**config.mk**
```make
export PLATFORM = sky130hd
export DESIGN_NAME = gold_silver_ctrl
export DESIGN_NICKNAME = d
export VERILOG_FILES = /design/src/rtl/router_pkg.sv /design/src/rtl/lfsr_galois16.sv /design/src/rtl/gold_silver_ctrl.sv
export SDC_FILE = /design/constraint.sdc
export NUM_CORES = 1
export LEC_CHECK = 0
export ABC_CLOCK_PERIOD_IN_PS = 3650
export BUFFER_PORTS_ARGS = -buffer_cell sky130_fd_sc_hd__buf_2
export CORE_MARGIN = 2
export CORE_UTILIZATION = 55
export CTS_CLUSTER_SIZE = 16
export DETAILED_ROUTE_END_ITERATION = 10
export PLACE_DENSITY = 0.85
export SLEW_MARGIN = 15
export SYNTH_ARGS = -nofsm -noshare
export SYNTH_HDL_FRONTEND = slang
export SYNTH_SLANG_ARGS = --single-unit
```
**constraint.sdc**
```tcl
create_clock -name clk -period 3.65 [get_ports clk]
set_input_delay 0.5475 -clock clk [delete_from_list [all_inputs] [get_ports clk]]
set_output_delay 0.5475 -clock clk [all_outputs]
set_load 0.03 [all_outputs]
```
**src/rtl/router_pkg.sv**
```systemverilog
// Shared deflection-router constants and id types used by the per-router
// priority logic.
package router_pkg;

    localparam int unsigned NUM_PORT   = 4;
    localparam int unsigned NUM_ARB    = 4;
    localparam int unsigned WIDTH_NODE = 4;
    localparam int unsigned WIDTH_SEQ  = 4;

    // Galois feedback taps for the 16-bit right-shifting LFSR.
    localparam logic [15:0] LFSR_TAPS = 16'hB400;

    typedef logic [WIDTH_NODE-1:0] node_id_t;
    typedef logic [WIDTH_SEQ-1:0]  seq_id_t;

endpackage

```
**src/rtl/lfsr_galois16.sv**
```systemverilog
// 16-bit right-shifting Galois LFSR that advances on every clock.
// It never reaches zero, provided the seed is nonzero.
module lfsr_galois16
    import router_pkg::*;
#(
    parameter logic [15:0] SEED = 16'hACE1
) (
    input  logic        clk,
    input  logic        rst_n,
    output logic [15:0] state
);

    logic [15:0] state_q;
    logic [15:0] state_d;

    always_comb begin
        state_d = (state_q >> 1) ^ (state_q[0] ? LFSR_TAPS : 16'h0000);
    end

    always_ff @(posedge clk or negedge rst_n) begin
        if (!rst_n) begin
            state_q <= SEED;
        end else begin
            state_q <= state_d;
        end
    end

    assign state = state_q;

endmodule

```
**src/rtl/gold_silver_ctrl.sv**
```systemverilog
// Per-router priority controller: tracks the golden epoch, tags gold flits,
// selects one silver flit per cycle and supplies arbiter tie-break bits.
module gold_silver_ctrl
    import router_pkg::*;
#(
    parameter int unsigned NUM_PORT   = router_pkg::NUM_PORT,
    parameter int unsigned NUM_ARB    = router_pkg::NUM_ARB,
    parameter int unsigned NUM_NODE   = 16,
    parameter int unsigned WIDTH_NODE = router_pkg::WIDTH_NODE,
    parameter int unsigned WIDTH_SEQ  = router_pkg::WIDTH_SEQ,
    parameter int unsigned EPOCH_LEN  = 64,
    parameter logic [15:0] LFSR_SEED  = 16'hACE1
) (
    input  logic                            clk,
    input  logic                            rst_n,
    input  logic                            en,
    input  logic [NUM_PORT-1:0]             vld_in,
    input  logic [NUM_PORT*WIDTH_NODE-1:0]  src_in,
    input  logic [NUM_PORT*WIDTH_SEQ-1:0]   seq_in,
    output logic [NUM_PORT-1:0]             gold_out,
    output logic [NUM_PORT-1:0]             silver_out,
    output logic [NUM_ARB-1:0]              rand_out,
    output logic [WIDTH_NODE-1:0]           golden_src,
    output logic [WIDTH_SEQ-1:0]            golden_seq,
    output logic                            epoch_tick
);

    localparam int unsigned CNT_W   = $clog2(EPOCH_LEN);
    localparam int unsigned START_W = $clog2(NUM_PORT);

    localparam logic [CNT_W-1:0]      CNT_LAST = CNT_W'(EPOCH_LEN - 1);
    localparam logic [WIDTH_NODE-1:0] SRC_LAST = WIDTH_NODE'(NUM_NODE - 1);

    logic [CNT_W-1:0]      epoch_cnt_q, epoch_cnt_d;
    logic [WIDTH_NODE-1:0] golden_src_q, golden_src_d;
    logic [WIDTH_SEQ-1:0]  golden_seq_q, golden_seq_d;
    logic                  epoch_tick_q, epoch_tick_d;

    logic [15:0]           lfsr_state;
    logic [START_W-1:0]    start;
    logic                  lfsr_unused;

    logic [NUM_PORT-1:0]   cand;
    logic [NUM_PORT-1:0]   cand_rot;
    logic [NUM_PORT-1:0]   pick_rot;
    logic                  found;

    lfsr_galois16 #(
        .SEED (LFSR_SEED)
    ) u_lfsr (
        .clk   (clk),
        .rst_n (rst_n),
        .state (lfsr_state)
    );

    assign rand_out    = lfsr_state[NUM_ARB-1:0];
    assign start       = lfsr_state[NUM_ARB +: START_W];
    assign lfsr_unused = ^lfsr_state;

    // Epoch state; the source id advances only when the sequence id wraps.
    always_comb begin
        epoch_cnt_d  = epoch_cnt_q;
        golden_src_d = golden_src_q;
        golden_seq_d = golden_seq_q;
        epoch_tick_d = 1'b0;
        if (en) begin
            if (epoch_cnt_q == CNT_LAST) begin
                epoch_cnt_d  = '0;
                epoch_tick_d = 1'b1;
                golden_seq_d = golden_seq_q + 1'b1;
                if (golden_seq_q == '1) begin
                    golden_src_d = (golden_src_q == SRC_LAST) ? '0 : golden_src_q + 1'b1;
                end
            end else begin
                epoch_cnt_d = epoch_cnt_q + 1'b1;
            end
        end
    end

    always_ff @(posedge clk or negedge rst_n) begin
        if (!rst_n) begin
            epoch_cnt_q  <= '0;
            golden_src_q <= '0;
            golden_seq_q <= '0;
            epoch_tick_q <= 1'b0;
        end else begin
            epoch_cnt_q  <= epoch_cnt_d;
            golden_src_q <= golden_src_d;
            golden_seq_q <= golden_seq_d;
            epoch_tick_q <= epoch_tick_d;
        end
    end

    assign golden_src = golden_src_q;
    assign golden_seq = golden_seq_q;
    assign epoch_tick = epoch_tick_q;

    always_comb begin
        gold_out = '0;
        for (int unsigned i = 0; i < NUM_PORT; i++) begin
            gold_out[i] = vld_in[i]
                        && (src_in[i*WIDTH_NODE +: WIDTH_NODE] == golden_src_q)
                        && (seq_in[i*WIDTH_SEQ +: WIDTH_SEQ] == golden_seq_q);
        end
    end

    // Rotate candidates so the start port sits at bit 0, take the lowest set
    // bit, then rotate the grant back to physical port numbering.
    always_comb begin
        cand       = vld_in & ~gold_out;
        cand_rot   = '0;
        pick_rot   = '0;
        silver_out = '0;
        found      = 1'b0;
        for (int unsigned k = 0; k < NUM_PORT; k++) begin
            cand_rot[k] = cand[(32'(start) + k) % NUM_PORT];
        end
        for (int unsigned k = 0; k < NUM_PORT; k++) begin
            if (!found && cand_rot[k]) begin
                pick_rot[k] = 1'b1;
                found       = 1'b1;
            end
        end
        for (int unsigned k = 0; k < NUM_PORT; k++) begin
            if (pick_rot[k]) begin
                silver_out[(32'(start) + k) % NUM_PORT] = 1'b1;
            end
        end
    end

endmodule

```
[Yosys cells after proc, flatten, opt, wreduce, memory -nomap -nowiden]
Cells that the tools add are included.
Word-level totals
  bits in registers: 31
  input bits: 39
Operators by class
  order comparisons: 8
  bitwise operators: 6
  add/sub/neg operators: 6
  mux-type cells: 31
  equal/unequal tests: 11
  reduce and logical (&&, ||, !) cells: 20
Operator list (number)
  == test 4 bit: 8
  two-way mux 4 bit: 5
  two-way mux 1 bit: 16
  two-way mux 16 bit: 1
  XOR 15 x 16 -> 16 bit: 1
  logical AND 1 bit: 15
  less-than comparator 2 x 3 -> 1 bit (second input constant): 4
  bitwise OR 4 bit: 3
  adder 4 x 1 -> 4 bit (second input constant): 2
  binary-select mux 1 bit (select 2 bit): 4
  demux 1 bit (select 2 bit): 4
  == test 4 bit (second input constant): 2
  >= comparator 2 x 1 -> 1 bit (second input constant): 4
  adder 6 x 1 -> 6 bit (second input constant): 1
  == test 6 bit (second input constant): 1
  two-way mux 6 bit: 1
  adder 2 bit (second input constant): 2
  bitwise AND 4 bit: 1
  NOT 4 bit: 1
  zero test 1 bit: 3
  AND reduction 3 bit: 1
  adder 2 x 1 -> 2 bit (second input constant): 1
  AND reduction 2 bit: 1

[Longest topological paths before layout]
  depth in word-level cells: 18
  gate-level depth with buffers: 8
  mapped depth without buffers: 7

[Modules after synthesis]
From an unflattened synthesis, not the netlist that was laid out.
Second synthesis, totals
  cells, all modules: 188
  area, all modules: 2014.4 um^2
Modules (own cells, without submodules)
  gold_silver_ctrl: cells each 156, instances 1, area each 1480.2 um^2, sequential area each 375.4 um^2
  lfsr_galois16: cells each 32, instances 1, area each 534.3 um^2, sequential area each 410.4 um^2

[Worst setup path before layout]
Ideal clock, no wire load.
  kind: register to output
  from: register u_lfsr.state_q[5] (netlist: u_lfsr.state[5])
  to: output port silver_out[1]
  slack: 0.881 ns
  required time: 3.102 ns
  cell stages (with the launch flop): 8
  arrival: 2.221 ns
  path through: dfstp_2 > inv_1 > ha_1 > buf_2 > mux4_1 > nand2b_1 > a21oi_1 > a221o_1
Between the ends
  cells in the longest elaborated chain, start to end: 13
RTL lines
  start, declared: line lfsr_galois16.sv:13  | logic [15:0] state_q;
  start signal, assigned: line lfsr_galois16.sv:24  | state_q <= state_d;
  parallel branches: the longest is 12 deep, another holds less-than comparator 2 x 3 -> 1 bit
  two-way mux 4 bit (*): line gold_silver_ctrl.sv:125  | if (pick_rot[k]) begin
  end, declared: line gold_silver_ctrl.sv:21  | output logic [NUM_PORT-1:0] silver_out,
Mark *: on every way between the ends. The select of a mux whose other input is x is not followed.

[Worst setup path after layout]
Same ends and word-level chain as after synthesis.

==> reports/results.ini <==
[sta]
period_needed_ns=3.28
whs_ns=0.253
fin_skew_ns=0.00561
period_share_pct=89.9
clock.fmax_mhz=305
relSlewSlack_pct=56.4
setup_ws_ns=0.369
slew_viol_final=0
tightest_slew_ns=0.654
rsz0062_at_grt=false
finalHoldViolCount=0
finalSetupViolCount=0
fin_setup_tns_ns=0

[floorplan]
die_area_sq_um=4040
io_pins=60
start_util_pct=58.0
fp-row-count=21
core_area_sq_um=3360
die_h_microns=63.5
die_x_microns=63.5

[cts]
post_cts_resized=0
cts_buffer_depth=2
path_clk_slew_ns=0.09
cts-root-buf=clkbuf_4
clock_sinks=31
cts_setup_buffers=0
cts_tree=yes
ctsHoldBuffers=0
htree_levels=2
cts_buffers=5
insertion_delay_ns=0.31

[cells_and_area]
layout_common_cells=buf_2 (59), xnor2_1 (38), dfrtp_1 (23), nand4_1 (12), dfstp_2 (8)
areaGrowthSynthToFinish_pct=14.2
insertedDiodeCount=0
drive_above_1_share_pct=36.8
final_cell_area_sq_um=2230
final_core_util_pct=66.2
fin_nets=276
final_common_cell=buf_2

[yosys]
synth_edf_count=0
postSynth.asyncResetShare_pct=100
syn_area_per_cell_sq_um=10.9
synth.top_cell.area_share_pct=29.5
synth_largest_area_cell=dfrtp_1
synth.cell_area_sq_um=1950
synth_area_leaders=dfrtp_1 (30%), xnor2_1 (17%), dfstp_2 (11%), ha_1 (4.5%), nand4_1 (3.9%)
ys_ff_latch=31
syn_nets=225
yosysWarnings=0
syn_inst=179
synthFlopType=dfrtp_1
synthDistinctLibCells=37
seq_area_frac_synth_pct=40.3

[placement]
pre_cts_ws_ns=0.706
placed_cell_area_sq_um=2180
gp_congestion=0.815
io_buffers=59
dpl.hpwl_microns=2890

[routing]
ant_nets=0
drc_errors=0
via_per_inst=5.30
wl_per_cell_microns=13.6
vias=1469
drtIter0Drc=86
drtPass1Iterations=4
postRouteWirelength_microns=3770

[power]
power_leakage_nw=1.01
p_per_area_nw_per_um2=352
ir_drop_mv=0.318

[global_route]
grt_util_all_layers_pct=20.4
grt-ovfl-total=0
antenna_found_initial=0
grt_pass1_wl_microns=6430
grt_max_degree=32
first_global_vias=1379

[worst_setup_path]
crit_fanout=8
crit_required_ns=3.10
setup.worst_path.class=flop to output pin
cp-start-kind=flop
end_kind=output pin
critPathArrivalTime_ns=2.73

[worst_hold_path]
hold_class=input pin to async pin

[run]
maxCapViolCount=0

[outcome]
status=complete, no violations

-- per-stage QoR --
| step | cells | power (mW) |
|---|---|---|
| after global routing | 277 | 0.842 |
| after global placement | 269 | 0.603 |
| after detailed placement | 269 | 0.608 |
| final | 277 | 0.784 |
| after floorplan | 179 | 0.556 |
| after CTS | 277 | 0.791 |
-- registers in the layout (all words and copies together), names as in the netlist --
register / flops
epoch_tick: 1
golden_seq: 4
u_lfsr.state: 16
epoch_cnt_q: 6
golden_src: 4
-- cell families (layout without fill, tap and decap cells) --
group	Yosys count	count (layout)	share of synthesized area [%]
AND/OR/NAND/NOR	44	44	13.1
flip-flops	31	31	40.3
multiplexers	8	8	5.84
adder cells (fa/ha/maj)	7	7	4.49
buffers and inverters	21	73	7.64
AO/OA/AOI/OAI	25	25	9.31
XOR/XNOR	43	43	19.3
-- cell usage after synthesis, types with 2 or more instances --
cell type  instances
o21ai_0            6
xor2_1             5
buf_2              2
a221o_1            4
nand2b_1           2
a21oi_1            6
dfrtp_1           23
nor3_1             3
nor2_1             7
dfstp_2            8
ha_1               7
nand2_1            7
xnor2_1           38
mux2_2             4
nand4_1           12
nor3b_1            5
buf_4              6
o21ai_2            4
mux2i_1            2
inv_1              6
buf_6              6
-- worst paths after layout --
| kind | start | slack (ns) | to | depth (start not counted) |
|---|---|---|---|---|
| max in group asynchronous | rst_n | 2.97 | u_lfsr.state[9]$_DFF_PN0_ | 1 |
| worst max-delay path | u_lfsr.state[5]$_DFF_PN1_ | 0.37 | silver_out[1] | 7 |
| min in group clk | u_lfsr.state[8]$_DFF_PN0_ | 0.36 | u_lfsr.state[7]$_DFF_PN1_ | 0 |
| worst min-delay path | rst_n | 0.25 | golden_seq[0]$_DFFE_PN0P_ | 1 |
| worst min register to register | u_lfsr.state[8]$_DFF_PN0_ | 0.36 | u_lfsr.state[7]$_DFF_PN1_ | 0 |
| worst max register to register | epoch_cnt_q[1]$_DFFE_PN0P_ | 1.77 | golden_src[0]$_DFFE_PN0P_ | 5 |
-- critical path, cell delays in order, from the launching register on --
cell	delay, ns
dfstp_2	0.62
inv_1	0.10
ha_1	0.43
mux4_1	0.65
nand2b_1	0.17
a21oi_1	0.15
a221o_1	0.12
buf_2	0.19
-- layer usage --
metal  GRT usage (%)  routed length (microns)  vias to the layer above
li1                -                        -                      720
met1            28.7                     1690                      705
met2            32.1                     1880                       42
met3            5.71                      194                        2
met4            3.26                       12                        0
met5               0                        0                        -
-- layout make-up --
cell class | instances | area, sq um
sequential | 31 | 786
clock buffer | 7 | 45.0
tap | 46 | 57.6
inverter | 6 | 22.5
clock inverter | 1 | 5.00
fill | 297 | 1140
multi-input combinational | 127 | 1010
timing repair buffer | 59 | 295
-- power by group --
part | internal, mW | switching [mW] | total, mW
sequential | 0.381 | 0.0462 | 0.427
clock | 0.0750 | 0.106 | 0.181
combinational | 0.0888 | 0.0868 | 0.176
total | 0.545 | 0.239 | 0.784
(Power assumes the default switching activity.)
